<file path="src/rtl/caravel_scan_pkg.sv">
// Shared TAP types and constants for caravel_scan_tap.
// Holds the 16-state TAP enum, the IR opcodes and the IR capture value.
package caravel_scan_pkg;

  localparam int IR_W = 4;

  typedef enum logic [3:0] {
    TLR,
    RTI,
    SEL_DR,
    CAP_DR,
    SHIFT_DR,
    EXIT1_DR,
    PAUSE_DR,
    EXIT2_DR,
    UPD_DR,
    SEL_IR,
    CAP_IR,
    SHIFT_IR,
    EXIT1_IR,
    PAUSE_IR,
    EXIT2_IR,
    UPD_IR
  } tap_state_e;

  localparam logic [IR_W-1:0] OP_IDCODE  = 4'b0001;
  localparam logic [IR_W-1:0] OP_PRELOAD = 4'b0011;
  localparam logic [IR_W-1:0] OP_BYPASS  = 4'b1111;
  localparam logic [IR_W-1:0] IR_CAPTURE = 4'b0101;

endpackage

</file>
<file path="src/rtl/caravel_scan_tap_fsm.sv">
// TAP state register and tms-driven next-state logic.
// Ports: clock, resetb, i_trst_n, i_tms in; o_state out.
module tap_fsm
  import caravel_scan_pkg::*;
(
  input  logic       clock,
  input  logic       resetb,
  input  logic       i_trst_n,
  input  logic       i_tms,
  output tap_state_e o_state
);

  tap_state_e r_state;
  tap_state_e w_next;

  always_comb begin
    w_next = r_state;
    case (r_state)
      TLR:      w_next = i_tms ? TLR      : RTI;
      RTI:      w_next = i_tms ? SEL_DR   : RTI;
      SEL_DR:   w_next = i_tms ? SEL_IR   : CAP_DR;
      CAP_DR:   w_next = i_tms ? EXIT1_DR : SHIFT_DR;
      SHIFT_DR: w_next = i_tms ? EXIT1_DR : SHIFT_DR;
      EXIT1_DR: w_next = i_tms ? UPD_DR   : PAUSE_DR;
      PAUSE_DR: w_next = i_tms ? EXIT2_DR : PAUSE_DR;
      EXIT2_DR: w_next = i_tms ? UPD_DR   : SHIFT_DR;
      UPD_DR:   w_next = i_tms ? SEL_DR   : RTI;
      SEL_IR:   w_next = i_tms ? TLR      : CAP_IR;
      CAP_IR:   w_next = i_tms ? EXIT1_IR : SHIFT_IR;
      SHIFT_IR: w_next = i_tms ? EXIT1_IR : SHIFT_IR;
      EXIT1_IR: w_next = i_tms ? UPD_IR   : PAUSE_IR;
      PAUSE_IR: w_next = i_tms ? EXIT2_IR : PAUSE_IR;
      EXIT2_IR: w_next = i_tms ? UPD_IR   : SHIFT_IR;
      UPD_IR:   w_next = i_tms ? SEL_DR   : RTI;
      default:  w_next = TLR;
    endcase
  end

  always_ff @(posedge clock) begin
    if (!resetb || !i_trst_n) r_state <= TLR;
    else                      r_state <= w_next;
  end

  assign o_state = r_state;

endmodule

</file>
<file path="src/rtl/caravel_scan_tap.sv">
// TAP controller fronting the fault-injection scan chain.
// Ports: clock/resetb/tms/tdi/trst_n in, tdo/tdo_oe out, chain_cap in, chain_q out.
module caravel_scan_tap
  import caravel_scan_pkg::*;
#(
  parameter int          CHAIN_LEN  = 502,
  parameter logic [31:0] IDCODE_VAL = 32'h0000_0001
) (
  input  logic                 clock,
  input  logic                 resetb,
  input  logic                 tms,
  input  logic                 tdi,
  input  logic                 trst_n,
  output logic                 tdo,
  output logic                 tdo_oe,
  input  logic [CHAIN_LEN-1:0] chain_cap,
  output logic [CHAIN_LEN-1:0] chain_q
);

  tap_state_e w_state;

  logic [IR_W-1:0]      r_ir;
  logic [IR_W-1:0]      r_ir_sr;
  logic [CHAIN_LEN-1:0] r_chain;
  logic [CHAIN_LEN-1:0] r_chain_q;
  logic [31:0]          r_id;
  logic                 r_byp;
  logic                 w_sel_chain;
  logic                 w_sel_id;
  logic                 w_tdo;

  tap_fsm u_fsm (
    .clock    (clock),
    .resetb   (resetb),
    .i_trst_n (trst_n),
    .i_tms    (tms),
    .o_state  (w_state)
  );

  assign w_sel_chain = (r_ir == OP_PRELOAD);
  assign w_sel_id    = (r_ir == OP_IDCODE);

  always_ff @(posedge clock) begin
    if (!resetb) begin
      r_ir      <= OP_IDCODE;
      r_ir_sr   <= '0;
      r_chain   <= '0;
      r_chain_q <= '0;
      r_id      <= '0;
      r_byp     <= 1'b0;
    end else if (!trst_n) begin
      r_ir <= OP_IDCODE;
    end else begin
      case (w_state)
        TLR:      r_ir    <= OP_IDCODE;
        CAP_IR:   r_ir_sr <= IR_CAPTURE;
        SHIFT_IR: r_ir_sr <= {tdi, r_ir_sr[IR_W-1:1]};
        UPD_IR:   r_ir    <= r_ir_sr;
        CAP_DR: begin
          r_chain <= chain_cap;
          r_id    <= IDCODE_VAL;
          r_byp   <= 1'b0;
        end
        SHIFT_DR: begin
          if (w_sel_chain)
            r_chain <= {tdi, r_chain[CHAIN_LEN-1:1]};
          else if (w_sel_id)
            r_id <= {tdi, r_id[31:1]};
          else
            r_byp <= tdi;
        end
        UPD_DR: if (w_sel_chain) r_chain_q <= r_chain;
        default: ;
      endcase
    end
  end

  // tdo reflects the pre-edge bit so it is valid during the shift cycle
  always_comb begin
    w_tdo = 1'b0;
    if (w_state == SHIFT_IR)
      w_tdo = r_ir_sr[0];
    else if (w_state == SHIFT_DR)
      w_tdo = w_sel_chain ? r_chain[0] :
              w_sel_id    ? r_id[0]    : r_byp;
  end

  assign tdo     = w_tdo;
  assign tdo_oe  = (w_state == SHIFT_IR) || (w_state == SHIFT_DR);
  assign chain_q = r_chain_q;

endmodule

</file>
<file path="config.mk">
export PLATFORM = sky130hd
export DESIGN_NAME = caravel_scan_tap
export DESIGN_NICKNAME = d
export VERILOG_FILES = /design/src/rtl/caravel_scan_pkg.sv /design/src/rtl/caravel_scan_tap_fsm.sv /design/src/rtl/caravel_scan_tap.sv
export SDC_FILE = /design/constraint.sdc
export NUM_CORES = 2
export LEC_CHECK = 0
export ABC_AREA = 1
export CAP_MARGIN = 5
export CORE_AREA = 4 4 395 397
export CTS_CLUSTER_SIZE = 16
export DETAILED_ROUTE_END_ITERATION = 16
export DIE_AREA = 0 0 399 401
export DONT_BUFFER_PORTS = 1
export PLACE_DENSITY = 0.4
export SYNTH_ARGS = -nofsm -noshare
export SYNTH_HDL_FRONTEND = slang
export SYNTH_SLANG_ARGS = --single-unit
export TNS_END_PERCENT = 5
</file>
<file path="constraint.sdc">
create_clock -name clock -period 1.96 [get_ports clock]
set_input_delay 0.098 -clock clock [delete_from_list [all_inputs] [get_ports clock]]
set_output_delay 0.098 -clock clock [all_outputs]
set_load 0.01 [all_outputs]
</file>
; ---- Yosys cells after proc, flatten, opt, wreduce, memory -nomap -nowiden
; Index checks and enable logic that the tools add are counted.
[op_classes]
mux = 27
reduce_logical = 17
eq_ne = 21
[op_table]
columns = cell, n
row1 = $pmux W502 S2, 1
row2 = $mux W502, 1
row3 = $mux W32, 2
row4 = $pmux W32 S2, 1
row5 = $pmux W4 S12, 1
row6 = $eq A4 B4 Y1 const B, 8
row7 = $eq A4 B3 Y1 const B, 4
row8 = $mux W4, 4
row9 = $pmux W4 S2, 2
row10 = $eq A4 B2 Y1 const B, 3
row11 = $mux W1, 9
row12 = $eq A4 B1 Y1 const B, 2
row13 = $ne A2 B2 Y1 const B, 4
row14 = $reduce_and A4 Y1, 2
row15 = $mux W2, 3
row16 = $mux W3, 2
row17 = $reduce_and A3 Y1, 2
row18 = $reduce_bool A2 Y1, 3
row19 = $logic_not A4 Y1, 1
row20 = $reduce_and A2 Y1, 2
row21 = $reduce_or A2 Y1, 2
row22 = $reduce_or A3 Y1, 1
row23 = $logic_not A1 Y1, 2
row24 = $logic_or A1 B1 Y1, 2
row25 = $pmux W1 S2, 1
[word_totals]
register_bits = 1049
input_bits = 507
elab_cells = 72

; ---- Depth between registers and ports, before layout
[depth]
depth_word = 5
ltp_mapped = 13

; ---- Modules after synthesis
; A second synthesis with hierarchy kept.
[hier_totals]
hier_cells = 6732
hier_area_um2 = 44156.1
[modules_own_cells]
columns = module, area_per_inst_um2, instances, seq_area_each_um2, cells_each
row1 = caravel_scan_tap, 43760.7, 1, 20920.1, 6667
row2 = tap_fsm, 395.4, 1, 80.1, 65

; ---- Least setup slack after synthesis
; Ideal clock, no wire load.
[synth_path]
path_kind = register to register
from = register u_fsm.r_state[0], in the netlist u_fsm.o_state[0]
to = register r_chain[383]
t_arrival_ns = 1.501
t_required_ns = 1.847
setup_slack_ns = 0.346
n_path_buf = 4
stages_incl_launch_ff = 13
setup_time_ns = 0.113
period_less_slack_ns = 1.614
cell_sequence = dfxtp_1 -> buf_2 -> inv_2 -> nand2_1 -> nor2_4 -> nand2_1 -> nand2_1 -> nand2_2 -> buf_6 -> buf_2 -> buf_2 -> nor2_1 -> nor2_1
[synth_between]
elab_chain_len = 3
elab_cells_between_ends = 6
classes_between = eq/ne: 3 / mux: 1 / reduce/logical: 2
[synth_lines]
columns = element, line_no
row1 = "start, declared", caravel_scan_tap_fsm.sv:13  ; tap_state_e r_state;
row2 = "start signal, assigned", caravel_scan_tap_fsm.sv:41  ; else r_state <= w_next;
row3 = $eq A4 B3 Y1 or $eq A4 B2 Y1 (tied branches), caravel_scan_tap.sv:54  ; case (w_state)
row4 = $ne A2 B2 Y1 (no line) or $reduce_bool A2 Y1 (tied branches), --
row5 = $reduce_and A3 Y1 (no line), --
row6 = "end signal, assigned", caravel_scan_tap.sv:60  ; r_chain <= chain_cap;
row7 = "end signal, assigned", caravel_scan_tap.sv:66  ; r_chain <= {tdi, r_chain[CHAIN_LEN-1:1]};
row8 = "end, declared", caravel_scan_tap.sv:24  ; logic [CHAIN_LEN-1:0] r_chain;
; Parallel ways exist; a longest one is shown, timed or not.
; A chain may end at the register's enable or synchronous reset.

==> impl_metrics.py <==
metrics = {
    "timing": {
        "min_period_ps": 2180,
        "final-hold-violation-count": 348,
        "whs_ps": -464.4,
        "slew_headroom_pct": -145.4,
        "fin_ws_ps": -220.2,
        "final-max-slew-violation-count": 602,
        "fin_crit_sh_pct": 111.2,
        "fin_setup_tns_ps": -4821,
        "setup_violations": 79,
        "fmax_mhz": 458.7,
        "skew_ps": 44.83,
        "tightest_slew_ps": 3681,
        "rsz0062_at_grt": "yes",
    },
    "power": {
        "finalPower_mw": 47.37,
        "p_leak_nw": 27.07,
        "vdd_drop_max_uv": 776.7,
        "power_density_nw_per_um2": 816.2,
    },
    "drt": {
        "dr.first_iter.drc_count": 2639,
        "firstDrtPassIters": 6,
        "routed_wl_um": 176300,
        "drc": 0,
        "postRouteAntennaNets": 0,
        "vias": 43270,
        "vias_per_cell": 4.640,
        "routedWlPerCell_um": 18.91,
    },
    "floorplan": {
        "num_rows": 143,
        "die_area_sq_um": 160000,
        "io_pins": 1011,
        "initial_core_util_pct": 29.59,
        "die_w_um": 399,
        "core_sq_um": 151900,
        "die_y_um": 401,
    },
    "worst_setup_path": {
        "path_depth": 2,
        "cpMaxStageDelayCell": "o21ai_1",
        "worstSetupEndpointType": "flip-flop",
        "cpLargestDelayFamily": "compound AO/OA/AOI/OAI gates",
        "rr_worst_depth": 11,
        "cp_max_fo": 1011,
        "crit_required_ps": 2580,
        "slowest_delay_ps": 860,
        "crit_path_start_kind": "input pin",
        "critPathKind": "input pin to flip-flop",
        "cp_data_arrival_time_ps": 2800,
        "crit_chain": "o21ai_1 > nor2_1",
        "cp_num_buf_inv": 0,
    },
    "clock_network": {
        "cts_sinks": 1049,
        "clock_latency_ps": 760,
        "path_clk_slew_ps": 60,
        "htreeDepth": 4,
        "cts_tree": "built",
        "cts_made_buffers": 133,
        "clockBufferDepth": 3,
        "root_buffer": "clkbuf_16",
    },
    "cells_and_area": {
        "fin_util_pct": 38.21,
        "nets": 7670,
        "syn_to_final_growth_pct": 29.10,
        "stdcell_count": 9326,
        "seq_area_sq_um": 21020,
        "fillers": 16180,
        "drive_gt1_share_pct": 6.827,
        "multi_input_area_sq_um": 19930,
        "design_area_sq_um": 58040,
    },
    "logic_synthesis": {
        "synth_edf_count": 0,
        "synth-warning-count": 0,
        "yosysTopAreaCell": "dfxtp_1",
        "synth_top_area_share_pct": 46.71,
        "synth.distinct_cells": 22,
        "netlist_instances": 6811,
        "syn_area_sq_um": 44960,
        "synth_seq_cells": 1049,
        "yosysSeqAreaShare_pct": 46.71,
        "synth.net_count": 7318,
        "synth_area_leaders": "dfxtp_1 47%, nand2_1 14%, nor2_1 13%, o21ai_0 6.9%, nor3_1 5.6%",
        "synth.avg_cell_area_sq_um": 6.600,
        "async_flop_share_pct": 0,
        "ys.flop_type": "dfxtp_1",
    },
    "global_routing": {
        "grt_util_all_layers_pct": 20.62,
        "grt_antenna_before_repair": 36,
        "grt_pass1_wl_um": 259700,
        "overflow": 0,
        "grt_max_degree": 1012,
        "grt_pass1_vias": 41720,
    },
    "status": {
        "outcome": "finished, violations left",
        "violations": "negative hold slack, max-slew violations, negative setup slack",
    },
    "placement": {
        "dp_hpwl_um": 118300,
        "numPortBuffers": 0,
        "placed_area_sq_um": 47980,
        "dp_slack_ps": -0.2058,
        "dpl.cell_count": 8553,
        "gp_congestion": 0.8208,
    },
    "flow_run": {
        "cap_violations": 0,
    },
    "worst_hold_path": {
        "hold_path_class": "input pin to flip-flop",
        "hold_depth": 2,
    },
}
-- flip-flops by register name (all words and copies together), names as in the netlist --
signal,cells
r_ir,4
r_ir_sr,4
r_chain,502
u_fsm.o_state,4
r_id,32
r_byp,1
chain_q,502
-- cells by family (layout without fill, tap and decap cells) --
family | count (synthesis) | count (layout) | synth area share, %
other cells | 0 | 31 | 0
buf+inv | 1034 | 1488 | 9.338
compound gates | 1053 | 1053 | 11.74
simple gates | 3675 | 3675 | 32.21
flops | 1049 | 1049 | 46.71
-- path summary, 6_finish.rpt --
| check | from | endpoint | slack [ps] |
|---|---|---|---|
| hold reg to reg | r_id[1] | r_id[1] | 460 |
| setup reg to reg | r_ir[3] | chain_q[56] | 20 |
| hold / removal | resetb | chain_q[367] | -460 |
| setup / recovery | resetb | chain_q[109] | -220 |
-- layout make-up --
type                    count  area share (%)
clock buffers             202           6.789
flip-flops and latches   1049           36.21
well taps                2030           4.376
diodes                     31          0.1337
repair buffers            727           14.07
inverters                 524           3.393
clock inverters            35          0.6920
multi-input cells        4728           34.34
-- layer usage --
layer / vias to the layer above / share of wire [%] / global-route usage [%]
met2: 1053 / 47 / 34.70
met3: 247 / 7.5 / 6.643
met5: - / 0.032 / 0
met1: 19900 / 42 / 24.99
met4: 8 / 2.8 / 6.253
li1: 22060 / - / -
-- report_power, final --
part           switching (mW)  internal [mW]  total, mW
clock                    10.1           14.3       24.4
sequential             0.0106           21.3       21.3
combinational           0.661          0.924       1.59
-- layout by cell type (no fill, tap or decap), types with 3 or more instances in the layout --
cell and count:
dfxtp_1 1043, nand2_1 1618, buf_12 67, clkbuf_1 36, buf_16 18, nand2_8 3
inv_1 521, clkinv_2 16, nand3_1 13, o21ai_0 620, a21oi_1 40, nor2_4 5
clkinvlp_4 3, nor2_2 5, buf_4 139, clkbuf_16 150, bufinv_16 3, clkbuf_8 31
dfxtp_4 4, nor2_1 1519, inv_6 5, nor3_1 493, buf_6 15, o21ai_1 388
diode_2 31, dlygate4sd3_1 472, clkinv_8 4, nor3_2 11
-- timing repair --
item / CTS / global route
gates resized for setup: 25 / 59
hold endpoints to repair: 1049 / 649
hold buffers: 413 / 59
pin swaps: 8 / 6
gates cloned: 0 / 15
buffers inserted: 9 / 9
setup endpoints to repair: 25 / 809
-- cells in the mapped netlist (2+ instances only) --
library cell and instances:
inv_2 2, nor2_1 1524, nand2_1 1621, inv_1 522, o22ai_1 2, o21ai_1 387, nor3_1 504, buf_1 19
nor2_4 2, a21oi_1 40, o21ai_0 622, buf_2 205, nand2_2 3, clkbuf_1 278, nand3_1 16, nor2_2 3
dfxtp_1 1049, buf_6 8
(Power assumes the default switching activity.)
